===== config.mk =====
export PLATFORM = sky130hd
export DESIGN_NAME = count_uart_tx
export DESIGN_NICKNAME = d
export VERILOG_FILES = /design/src/rtl/count_uart_pkg.sv /design/src/rtl/count_uart_baud.sv /design/src/rtl/count_uart_tx.sv
export SDC_FILE = /design/constraint.sdc
export NUM_CORES = 1
export LEC_CHECK = 0
export ABC_AREA = 1
export CAP_MARGIN = 20
export CORE_MARGIN = 8
export CORE_UTILIZATION = 50
export DETAILED_ROUTE_END_ITERATION = 16
export PLACE_DENSITY_LB_ADDON = 0.12
export SKIP_CTS_REPAIR_TIMING = 1
export SYNTH_ARGS = -nofsm -noshare
export SYNTH_HDL_FRONTEND = slang
export SYNTH_SLANG_ARGS = --single-unit

===== constraint.sdc =====
create_clock -name clk -period 1.7 [get_ports clk]
set_input_delay 0.34 -clock clk [delete_from_list [all_inputs] [get_ports clk]]
set_output_delay 0.34 -clock clk [all_outputs]
set_load 0.02 [all_outputs]

===== src/rtl/count_uart_pkg.sv =====
// Shared definitions for the counter-value UART transmitter.
//   uart_state_e         : transmitter FSM states
//   CLKS_PER_BIT_DEFAULT : default clock cycles per serial bit
//   BITS_PER_FRAME       : start + 8 data + stop
package count_uart_pkg;

  typedef enum logic [1:0] {
    IDLE  = 2'd0,
    START = 2'd1,
    DATA  = 2'd2,
    STOP  = 2'd3
  } uart_state_e;

  localparam int unsigned CLKS_PER_BIT_DEFAULT = 16;
  localparam int unsigned BITS_PER_FRAME       = 10;

endpackage


===== src/rtl/count_uart_baud.sv =====
// Bit-period timer for count_uart_tx.
//   clk     : clock
//   rst_n   : asynchronous active-low reset
//   restart : hold the counter at zero (parent drives this while idle)
//   tick    : high in the last cycle of a bit period (count == CLKS_PER_BIT-1)
module count_uart_baud #(
  parameter int unsigned CLKS_PER_BIT = 16
) (
  input  logic clk,
  input  logic rst_n,
  input  logic restart,
  output logic tick
);

  localparam int unsigned CntW = $clog2(CLKS_PER_BIT);
  localparam logic [CntW-1:0] LastCnt = CntW'(CLKS_PER_BIT - 1);

  logic [CntW-1:0] cnt_q, cnt_d;

  assign tick = (cnt_q == LastCnt);

  // Wrapping on tick means every state entry (all happen on a tick or from
  // idle, where restart holds zero) starts the new bit at count 0.
  always_comb begin
    cnt_d = cnt_q + 1'b1;
    if (restart || tick) begin
      cnt_d = '0;
    end
  end

  always_ff @(posedge clk or negedge rst_n) begin
    if (!rst_n) begin
      cnt_q <= '0;
    end else begin
      cnt_q <= cnt_d;
    end
  end

endmodule


===== src/rtl/count_uart_tx.sv =====
// 8N1 serial transmitter for the counter value.
//   clk        : clock
//   rst_n      : asynchronous active-low reset
//   data_in    : byte to send, captured on the handshake edge
//   in_valid   : upstream byte valid
//   in_ready   : block idle and able to accept a byte
//   tx         : registered serial line, idles high, LSB first
//   busy       : frame in progress (!in_ready)
//   frame_done : one-cycle pulse in the last stop-bit cycle
module count_uart_tx
  import count_uart_pkg::*;
#(
  parameter int unsigned CLKS_PER_BIT = CLKS_PER_BIT_DEFAULT
) (
  input  logic       clk,
  input  logic       rst_n,
  input  logic [7:0] data_in,
  input  logic       in_valid,
  output logic       in_ready,
  output logic       tx,
  output logic       busy,
  output logic       frame_done
);

  if (CLKS_PER_BIT < 2 || CLKS_PER_BIT > 65535) begin : gen_bad_divider
    $error("count_uart_tx: CLKS_PER_BIT must be in 2..65535");
  end

  uart_state_e state_q, state_d;
  logic [7:0]  shift_q, shift_d;
  logic [2:0]  idx_q, idx_d;
  logic        tx_q, tx_d;
  logic        tick;
  logic        accept;
  logic        baud_restart;

  assign accept       = in_valid && (state_q == IDLE);
  assign baud_restart = (state_q == IDLE);

  count_uart_baud #(
    .CLKS_PER_BIT (CLKS_PER_BIT)
  ) u_baud (
    .clk     (clk),
    .rst_n   (rst_n),
    .restart (baud_restart),
    .tick    (tick)
  );

  // State register
  always_ff @(posedge clk or negedge rst_n) begin
    if (!rst_n) begin
      state_q <= IDLE;
    end else begin
      state_q <= state_d;
    end
  end

  // Next-state logic
  always_comb begin
    state_d = state_q;
    unique case (state_q)
      IDLE:  if (accept) state_d = START;
      START: if (tick) state_d = DATA;
      DATA:  if (tick && (idx_q == 3'd7)) state_d = STOP;
      STOP:  if (tick) state_d = IDLE;
      default: state_d = IDLE;
    endcase
  end

  // Shift register and bit index
  always_comb begin
    shift_d = shift_q;
    idx_d   = idx_q;
    if (accept) begin
      shift_d = data_in;
      idx_d   = 3'd0;
    end else if ((state_q == DATA) && tick && (idx_q != 3'd7)) begin
      shift_d = {1'b0, shift_q[7:1]};
      idx_d   = idx_q + 3'd1;
    end
  end

  always_ff @(posedge clk or negedge rst_n) begin
    if (!rst_n) begin
      shift_q <= '0;
      idx_q   <= '0;
      tx_q    <= 1'b1;
    end else begin
      shift_q <= shift_d;
      idx_q   <= idx_d;
      tx_q    <= tx_d;
    end
  end

  // Outputs. tx is computed from the next state so the registered line is
  // aligned with the state it belongs to (no input-to-pin combinational path).
  always_comb begin
    tx_d = 1'b1;
    unique case (state_d)
      IDLE:  tx_d = 1'b1;
      START: tx_d = 1'b0;
      DATA:  tx_d = shift_d[0];
      STOP:  tx_d = 1'b1;
      default: tx_d = 1'b1;
    endcase
    in_ready   = (state_q == IDLE);
    busy       = (state_q != IDLE);
    frame_done = (state_q == STOP) && tick;
  end

  assign tx = tx_q;

endmodule


==> out/metrics.csv, run 1 <==
stage,metric,value,unit
detailed_routing,wire_per_inst,11.5,um
sta,worstMarginPinSlew,0.239,ns
layout,layout_common_cells,"17 x inv_1, 16 x nand2_1, 16 x dfrtp_1, 10 x clkdlybuf4s50_1, 9 x buf_4",
sta,hold_viol,0,
detailed_routing,drc,0,
sta,rsz0062_at_grt,yes,
pwr,swShare,24.3,%
worst_setup_path,worstSetupPathType,reg -> out,
die,start_util,52.0,%
die,dieWidth,60.9,um
layout,layout-area-overhead-vs-synth,27.1,%
logic_synthesis,syn_nets,114,
logic_synthesis,postSynthAreaPerCell,10.3,um2
global_routing,grt_pass1_vias,724,
placement,dp_hpwl,1320,um
worst_setup_path,critPathCaptureType,primary output,
pwr,vdd_drop_max,0.000536,V
global_routing,antenna_found_initial,0,
die,fp-row-count,16,
pwr,power_frac_seq,54.1,%
logic_synthesis,synth_cell_types,24,
die,coreArea,1940,um2
pwr,power_density,656,nW/um2
logic_synthesis,synth.ff_latch_count,18,
detailed_routing,vias,718,
sta,min_period,1.65,ns
worst_setup_path,r2r_start,u_baud.cnt_q[1]$_DFF_PN0_,
placement,pre_cts_slack,-0.135,ns
pwr,p_switching,0.000204,W
layout,fillers,166,
logic_synthesis,syn_area,1010,um2
sta,setup_viol,0,
clocking,htreeDepth,1,
sta,timing.final.crit_share,96.9,%
layout,fin_util,66.1,%
detailed_routing,ant_nets,0,
layout,regArea,453,um2
worst_setup_path,arrival,1.31,ns
status,outcome,"complete, no violations",
layout,num-nets-final,140,
layout,layout_commonest_cell,inv_1,
worst_setup_path,regToRegSetupSlack,0.08,ns
sta,whs,0.355,ns
detailed_routing,via_per_inst,4.79,
logic_synthesis,synth_warnings,0,
clocking,clock_path_buffers,2,
clocking,clock_sinks,18,
pwr,p_int,0.000638,W
sta,slew_headroom,84.1,%
pwr,leakagePower,0.695,nW
global_routing,grt-ovfl-total,0,
sta,drv_slew,0,
clocking,clk_pin_slew,0.10,ns
sta,finClkSkew,0.00285,ns
clocking,tritoncts,yes,
sta,fmax,607,MHz
die,design.die.area,3710,um2
clocking,numCtsBuffers,3,
sta,setup_ws,0.0526,ns
job,maxCapViolations,0,
placement,portBuffers,14,
worst_setup_path,crit_path_start_kind,flip-flop,
sta,setup_tns,0,ns
detailed_routing,totalWireLength,1720,um
logic_synthesis,ys_seq_area_share,44.7,%
placement,place_congestion,0.708,
logic_synthesis,synth_cells,98,
detailed_routing,drt_first_pass_iters,3,
worst_hold_path,min_path_type,in -> async,
worst_setup_path,reg2reg_to,tx$_DFF_PN1_,
layout,n_antenna_cell,0,
clocking,cts-root-buf,clkbuf_4,
pwr,pwr-share-clk,31.1,%
worst_setup_path,required,1.36,ns
layout,multiInputGateArea,473,um2
layout,drive_above_1_share,34.1,%
detailed_routing,first_iter_violations,8,
global_routing,grt_pass1_wl,2970,um
die,io_pins,15,
global_routing,grtUsageTotal,10.8,%
pwr,combPwrFrac,14.8,%
worst_setup_path,r2r_cells,11,
clocking,clk_latency,0.30,ns
global_routing,grt_max_degree,19,
die,die_height,60.9,um
worst_setup_path,critPathMaxFanout,2,
pwr,power.total,0.000842,W
==> flip-flops by register name, indices dropped and copies added (netlist names) <==
signal	count
shift_q	8
idx_q	3
state_q	2
tx	1
u_baud.cnt_q	4
==> routing by layer <==
layer	vias to the layer above	GRT usage, %	wire, um
li1	365	-	-
met1	341	11.9	756
met2	8	18.1	880
met3	4	4.66	65
met4	0	3.99	22
met5	-	0	0
==> kinds of logic after synthesis <==
logic type / count (synthesis) / synth area share (%)
and+or+nand+nor: 43 / 24.8
buffers and inverters: 21 / 10.2
DFF: 18 / 44.7
AOI/OAI and AO/OA: 10 / 13.3
adders and majority gates: 5 / 6.20
xor gates and xnor gates: 1 / 0.868
==> critical path, cell delays in order, from the launching register on <==
cell     delay, ns
dfrtp_1       0.37
ha_2          0.21
nand2_4       0.08
nor2_8        0.08
inv_1         0.05
nor2_1        0.08
buf_4         0.14
==> stage by stage <==
stage | cells | area (um2)
final | 150 | 1280
after floorplan | 98 | 1010
after global placement | 144 | 1210
after detailed placement | 144 | 1210
after CTS | 148 | 1240
after global routing | 150 | 1280
==> worst max-delay path by stage <==
stage | from | depth (start not counted) | slack, ns | end
6_report | u_baud.cnt_q[1]$_DFF_PN0_ | 6 | 0.05 | frame_done
5_1_grt | u_baud.cnt_q[1]$_DFF_PN0_ | 6 | -0.05 | frame_done
4_1_cts | u_baud.cnt_q[0]$_DFF_PN0_ | 6 | -0.48 | frame_done
3_5_place_dp | u_baud.cnt_q[0]$_DFF_PN0_ | 6 | -0.14 | frame_done
3_3_place_gp | u_baud.cnt_q[0]$_DFF_PN0_ | 6 | -0.10 | frame_done
2_1_floorplan | state_q[0]$_DFF_PN0_ | 8 | 0.13 | tx$_DFF_PN1_
==> cells in the mapped netlist <==
cell | count | area, um2
a21oi_2 | 2 | 17.5
a31oi_4 | 1 | 21.3
and2_1 | 1 | 6.26
buf_12 | 1 | 20.0
dfrtp_1 | 17 | 425
dfstp_2 | 1 | 26.3
ha_1 | 5 | 62.6
inv_1 | 17 | 63.8
inv_2 | 1 | 3.75
inv_4 | 1 | 6.26
inv_6 | 1 | 8.76
nand2_1 | 17 | 63.8
nand2_2 | 2 | 12.5
nand2_4 | 4 | 45.0
nand3_1 | 7 | 35.0
nand3_2 | 1 | 10.0
nand4_1 | 1 | 6.26
nor2_1 | 6 | 22.5
nor2_2 | 1 | 6.26
nor2_4 | 2 | 22.5
nor2_8 | 1 | 20.0
o21ai_0 | 1 | 5.00
o221ai_2 | 6 | 90.1
xor2_1 | 1 | 8.76
==> layout make-up <==
| cell class | count | share of cell area, % |
|---|---|---|
| Clock buffer | 4 | 2.83 |
| Sequential cell | 18 | 35.3 |
| Multi-Input combinational cell | 59 | 36.8 |
| Tap cell | 27 | 2.63 |
| Timing Repair Buffer | 22 | 16.0 |
| Inverter | 20 | 6.43 |
==> power groups by stage <==
stage / logic, W / clock network, W / registers [W]
4_1_cts: 0.000128 / 0.000269 / 0.000455
3_3_place_gp: 0.000124 / 0 / 0.000463
3_5_place_dp: 0.000128 / 0 / 0.000464
6_report: 0.000125 / 0.000262 / 0.000456
5_1_grt: 0.000142 / 0.000291 / 0.000458
2_1_floorplan: 0.0000715 / 0 / 0.000464
Power figures use the tool's default switching activity.
==> inputs of run 2 (changes only) <==
--- a/config.mk
+++ b/config.mk
@@ -8,7 +8,7 @@
 export ABC_AREA = 1
 export CAP_MARGIN = 20
 export CORE_MARGIN = 8
-export CORE_UTILIZATION = 50
+export CORE_UTILIZATION = 26
 export DETAILED_ROUTE_END_ITERATION = 16
 export PLACE_DENSITY_LB_ADDON = 0.12
 export SKIP_CTS_REPAIR_TIMING = 1
==> run 2 against run 1 <==
Cell count is 14% higher. Sequential share of layout area is 1.3 points lower. Critical path depth stayed put. Largest cell class unchanged. Critical endpoint unchanged. Via count is 1.1% lower. Critical path type unchanged.
==> out/metrics.csv, run 2 (synthesis gave the netlist of run 1 again) <==
stage,metric,value,unit
status,outcome,"complete, no violations",
sta,fmax,623,MHz
detailed_routing,via_per_inst,4.15,
layout,largest_reg_flops,8,
global_routing,grt-ovfl-total,0,
worst_setup_path,reg2reg_to,tx$_DFF_PN1_,
sta,whs,0.419,ns
sta,hold_viol,0,
placement,dp_hpwl,1380,um
die,die_height,78.3,um
pwr,vdd_drop_max,0.000276,V
sta,setup_viol,0,
sta,finClkSkew,0.00766,ns
worst_setup_path,required,1.36,ns
sta,min_period,1.60,ns
die,design.die.area,6130,um2
sta,worstMarginPinSlew,0.243,ns
layout,layout-area-overhead-vs-synth,31.5,%
worst_setup_path,critPathCapture,frame_done,
clocking,clk_latency,0.26,ns
global_routing,grt_max_degree,19,
detailed_routing,totalWireLength,1800,um
worst_setup_path,critPathCaptureType,primary output,
layout,layout_common_cells,"17 x inv_1, 17 x dfrtp_1, 15 x nand2_1, 10 x clkdlybuf4s50_1, 8 x buf_4",
clocking,clock_path_buffers,2,
layout,top_register,shift_q,
worst_setup_path,cp-startpoint,u_baud.cnt_q[1]$_DFF_PN0_,
die,io_pins,15,
die,start_util,27.4,%
detailed_routing,wire_per_inst,10.5,um
worst_setup_path,worstSetupPathType,reg -> out,
layout,largestRegisters,"shift_q (8), u_baud.cnt_q (4), idx_q (3)",
worst_setup_path,critPathMaxFanout,2,
pwr,leakagePower,0.703,nW
sta,timing.final.crit_share,94.4,%
layout,instances_no_fill,171,
clocking,clk_pin_slew,0.08,ns
pwr,power_density,709,nW/um2
worst_setup_path,r2r_cells,11,
detailed_routing,ant_nets,0,
worst_setup_path,crit_path_start_kind,flip-flop,
placement,portBuffers,14,
layout,n_antenna_cell,0,
worst_setup_path,r2r_start,u_baud.cnt_q[1]$_DFF_PN0_,
placement,place_area,1240,um2
layout,final_area,1330,um2
placement,placed_cells,166,
detailed_routing,vias,710,
clocking,tritoncts,yes,
job,maxCapViolations,0,
die,dieWidth,78.3,um
worst_hold_path,min_path_type,in -> async,
worst_setup_path,regToRegSetupSlack,0.1,ns
global_routing,grt_pass1_vias,751,
layout,drive_above_1_share,34.1,%
global_routing,antenna_found_initial,0,
die,coreArea,3690,um2
detailed_routing,first_iter_violations,17,
clocking,clock_sinks,18,
detailed_routing,drc,0,
clocking,htreeDepth,1,
sta,slew_headroom,83.8,%
worst_setup_path,arrival,1.26,ns
clocking,cts-root-buf,clkbuf_8,
clocking,numCtsBuffers,3,
layout,num-nets-final,140,
sta,drv_slew,0,
die,fp-row-count,22,
detailed_routing,drt_first_pass_iters,4,
global_routing,grt_pass1_wl,3350,um
placement,place_congestion,0.730,
global_routing,grtUsageTotal,6.62,%
-- run 2: power breakdown --
| group | switching [W] | internal, W | leakage [nW] |
|---|---|---|---|
| registers | 0.00000757 | 0.000447 | 0.218 |
| clock network | 0.000153 | 0.000206 | 0.0288 |
| logic | 0.0000652 | 0.0000618 | 0.456 |
| total | 0.000226 | 0.000715 | 0.703 |
-- run 2: worst min path at each step --
| stage | to | from | cells past startpoint | slack, ns |
|---|---|---|---|---|
| final | state_q[0]$_DFF_PN0_ | rst_n | 2 | 0.42 |
| after global routing | u_baud.cnt_q[0]$_DFF_PN0_ | rst_n | 2 | 0.45 |
| after detailed placement | idx_q[0]$_DFFE_PN0P_ | idx_q[0]$_DFFE_PN0P_ | 1 | 0.49 |
| after global placement | idx_q[0]$_DFFE_PN0P_ | idx_q[0]$_DFFE_PN0P_ | 1 | 0.49 |
| after floorplan | idx_q[0]$_DFFE_PN0P_ | rst_n | 0 | 0.04 |
| after CTS | state_q[0]$_DFF_PN0_ | rst_n | 2 | 0.44 |
-- run 2: area by class of cell --
type                    instances  area [um2]
fillers                       398        2360
flip-flops and latches         18         452
clock buffers                   4        55.1
well taps                      48        60.1
repair buffers                 22         203
multi-input cells              59         475
inverters                      20        82.6
-- run 2: worst max-delay path, cell delays in order (launching register included) --
cell and delay, ns:
dfrtp_1 0.35, ha_2 0.21, nand2_4 0.07, nor2_8 0.08
inv_1 0.05, nor2_1 0.08, clkbuf_2 0.17
-- run 2: per-layer routing --
metal	part of all wire, %	GRT usage, %
met5	0	0
met4	2.3	3.33
met1	53	8.56
met3	4.8	2.39
met2	40	9.44
-- run 2: metrics by stage --
step	setup TNS [ns]	setup WS (ns)	util (%)	total power, W
global route	-0.000191	-0.000191	36.0	0.000987
CTS	-0.751	-0.423	35.2	0.000951
detailed placement	-0.136	-0.134	33.7	0.000592
finish	0	0.0960	36.0	0.000941
global placement	-0.120	-0.117	33.7	0.000590
floorplan	0	0.131	-	0.000535
==> inputs of run 3 (changes only) <==
==> constraint.sdc (replaced) <==
create_clock -name clk -period 1.7 [get_ports clk]
set_input_delay 0.34 -clock clk [delete_from_list [all_inputs] [get_ports clk]]
set_output_delay 0.34 -clock clk [all_outputs]
set_load 0.1 [all_outputs]
==> run 3 against run 2 <==
Die area stayed put. Cell count is 0.58% lower. Highest routed layer unchanged. Wire length is 5.3% higher. Utilization is 0.58 points higher. First-iteration DRC count is 29% higher. Hold slack worse by 0.0091 ns. Clock power is 13% lower.
==> out/metrics.csv, run 3 (synthesis gave the netlist of run 1 again) <==
stage,metric,value,unit
status,outcome,"complete, no violations",
placement,pre_cts_slack,0.0126,ns
detailed_routing,via_per_inst,4.15,
worst_setup_path,worstSetupPathType,reg -> out,
layout,largestRegisters,"shift_q (8), u_baud.cnt_q (4), idx_q (3)",
sta,timing.final.crit_share,98.8,%
pwr,power_density,689,nW/um2
placement,portBuffers,14,
detailed_routing,ant_nets,0,
job,maxCapViolations,0,
pwr,vdd_drop_max,0.000291,V
layout,fillers,408,
layout,n_antenna_cell,0,
worst_setup_path,crit_chain,ha_2 > nand2_4 > nor2_8 > inv_4 > nor2_4 > buf_12,
sta,setup_viol,0,
detailed_routing,wire_per_inst,11.1,um
die,die_height,78.3,um
layout,num-nets-final,139,
worst_setup_path,critPathCaptureType,primary output,
sta,drv_slew,0,
worst_setup_path,required,1.36,ns
sta,min_period,1.68,ns
die,dieWidth,78.3,um
clocking,htreeDepth,1,
global_routing,grt_pass1_vias,788,
worst_setup_path,arrival,1.34,ns
global_routing,grt_max_degree,19,
clocking,cts-root-buf,clkbuf_8,
detailed_routing,drc,0,
worst_setup_path,critPathMaxFanout,4,
sta,rsz0062_at_grt,yes,
worst_hold_path,min_path_type,in -> async,
global_routing,grt_pass1_wl,3420,um
die,io_pins,15,
die,coreArea,3690,um2
pwr,leakagePower,0.673,nW
worst_setup_path,slowest_stage,dfrtp_1,
global_routing,antenna_found_initial,0,
worst_setup_path,cp-startpoint,u_baud.cnt_q[0]$_DFF_PN0_,
detailed_routing,totalWireLength,1900,um
die,fp-row-count,22,
global_routing,grtUsageTotal,6.85,%
sta,setup_ws,0.0208,ns
placement,dp_hpwl,1430,um
layout,multiInputGateArea,473,um2
clocking,numCtsBuffers,3,
layout,layout-area-overhead-vs-synth,33.6,%
worst_setup_path,crit_path_start_kind,flip-flop,
sta,finClkSkew,0.00589,ns
placement,place_congestion,0.718,
layout,largest_reg_flops,8,
clocking,tritoncts,yes,
layout,top_register,shift_q,
placement,place_area,1270,um2
layout,layout_common_cells,"16 x inv_1, 16 x nand2_1, 16 x dfrtp_1, 10 x clkdlybuf4s50_1",
worst_setup_path,r2r_start,idx_q[0]$_DFFE_PN0P_,
worst_setup_path,crit_path_max_incr_delay,0.35,ns
layout,drive_above_1_share,35.2,%
sta,setup_tns,0,ns
clocking,clock_sinks,18,
detailed_routing,drt_first_pass_iters,4,
global_routing,grt-ovfl-total,0,
sta,hold_viol,0,
layout,regArea,453,um2
die,design.die.area,6130,um2
clocking,clk_latency,0.26,ns
sta,worstMarginPinSlew,0.248,ns
sta,slew_headroom,83.5,%
detailed_routing,first_iter_violations,22,
layout,final_area,1350,um2
sta,fmax,596,MHz
clocking,clk_pin_slew,0.07,ns
detailed_routing,vias,706,
die,start_util,27.4,%
clocking,clock_path_buffers,2,
run 3: changes by cell type in the layout (fill, tap and decap cells not counted), sizes merged:
cell	previous run	this run
buf	8	11
clkbuf	5	4
dlymetal6s2s	3	0
run 3: worst paths after layout:
check / end / slack [ns] / cells after the start
max: frame_done / 0.02 / 6
min: u_baud.cnt_q[2]$_DFF_PN0_ / 0.41 / 2
max reg2reg: shift_q[3]$_DFFE_PN0P_ / 0.13 / 6
min reg2reg: idx_q[0]$_DFFE_PN0P_ / 0.51 / 1
max in group asynchronous: tx$_DFF_PN1_ / 1.02 / 2
min in group clk: idx_q[0]$_DFFE_PN0P_ / 0.51 / 1
run 3: layout make-up:
type                       instances  share of cell area [%]
multi-input combinational         59                    35.1
sequential                        18                    33.6
timing repair buffer              21                    17.3
inverter                          20                    6.31
tap                               48                    4.45
clock buffer                       4                    3.34
run 3: per-layer routing:
| layer | vias up | track usage (%) | wire (um) |
|---|---|---|---|
| li1 | 358 | - | - |
| met1 | 325 | 7.94 | 884 |
| met2 | 20 | 10.9 | 855 |
| met3 | 3 | 2.51 | 116 |
| met4 | 0 | 3.33 | 38 |
| met5 | - | 0 | 0 |
run 3: report_power, final:
part	internal, W	leakage (nW)	switching [W]
Clock	0.000167	0.0228	0.000145
Combinational	0.0000719	0.433	0.0000895
Sequential	0.000448	0.217	0.00000876
run 3: worst max-delay path: cells and delay by family (launching register included):
kind / cells / cell delay (ns)
adders and majority gates: 1 / 0.20
DFF: 1 / 0.35
buffers and inverters: 2 / 0.24
and+or+nand+nor: 3 / 0.28
run 3: through the flow:
step	power (W)	instances	hold slack, ns	util (%)
after global routing	0.000991	170	0.425	36.6
after floorplan	0.000558	98	0.0444	-
after CTS	0.000961	168	0.416	35.8
after detailed placement	0.000630	164	0.466	34.6
after global placement	0.000628	164	0.442	34.6
final	0.000930	170	0.410	36.6
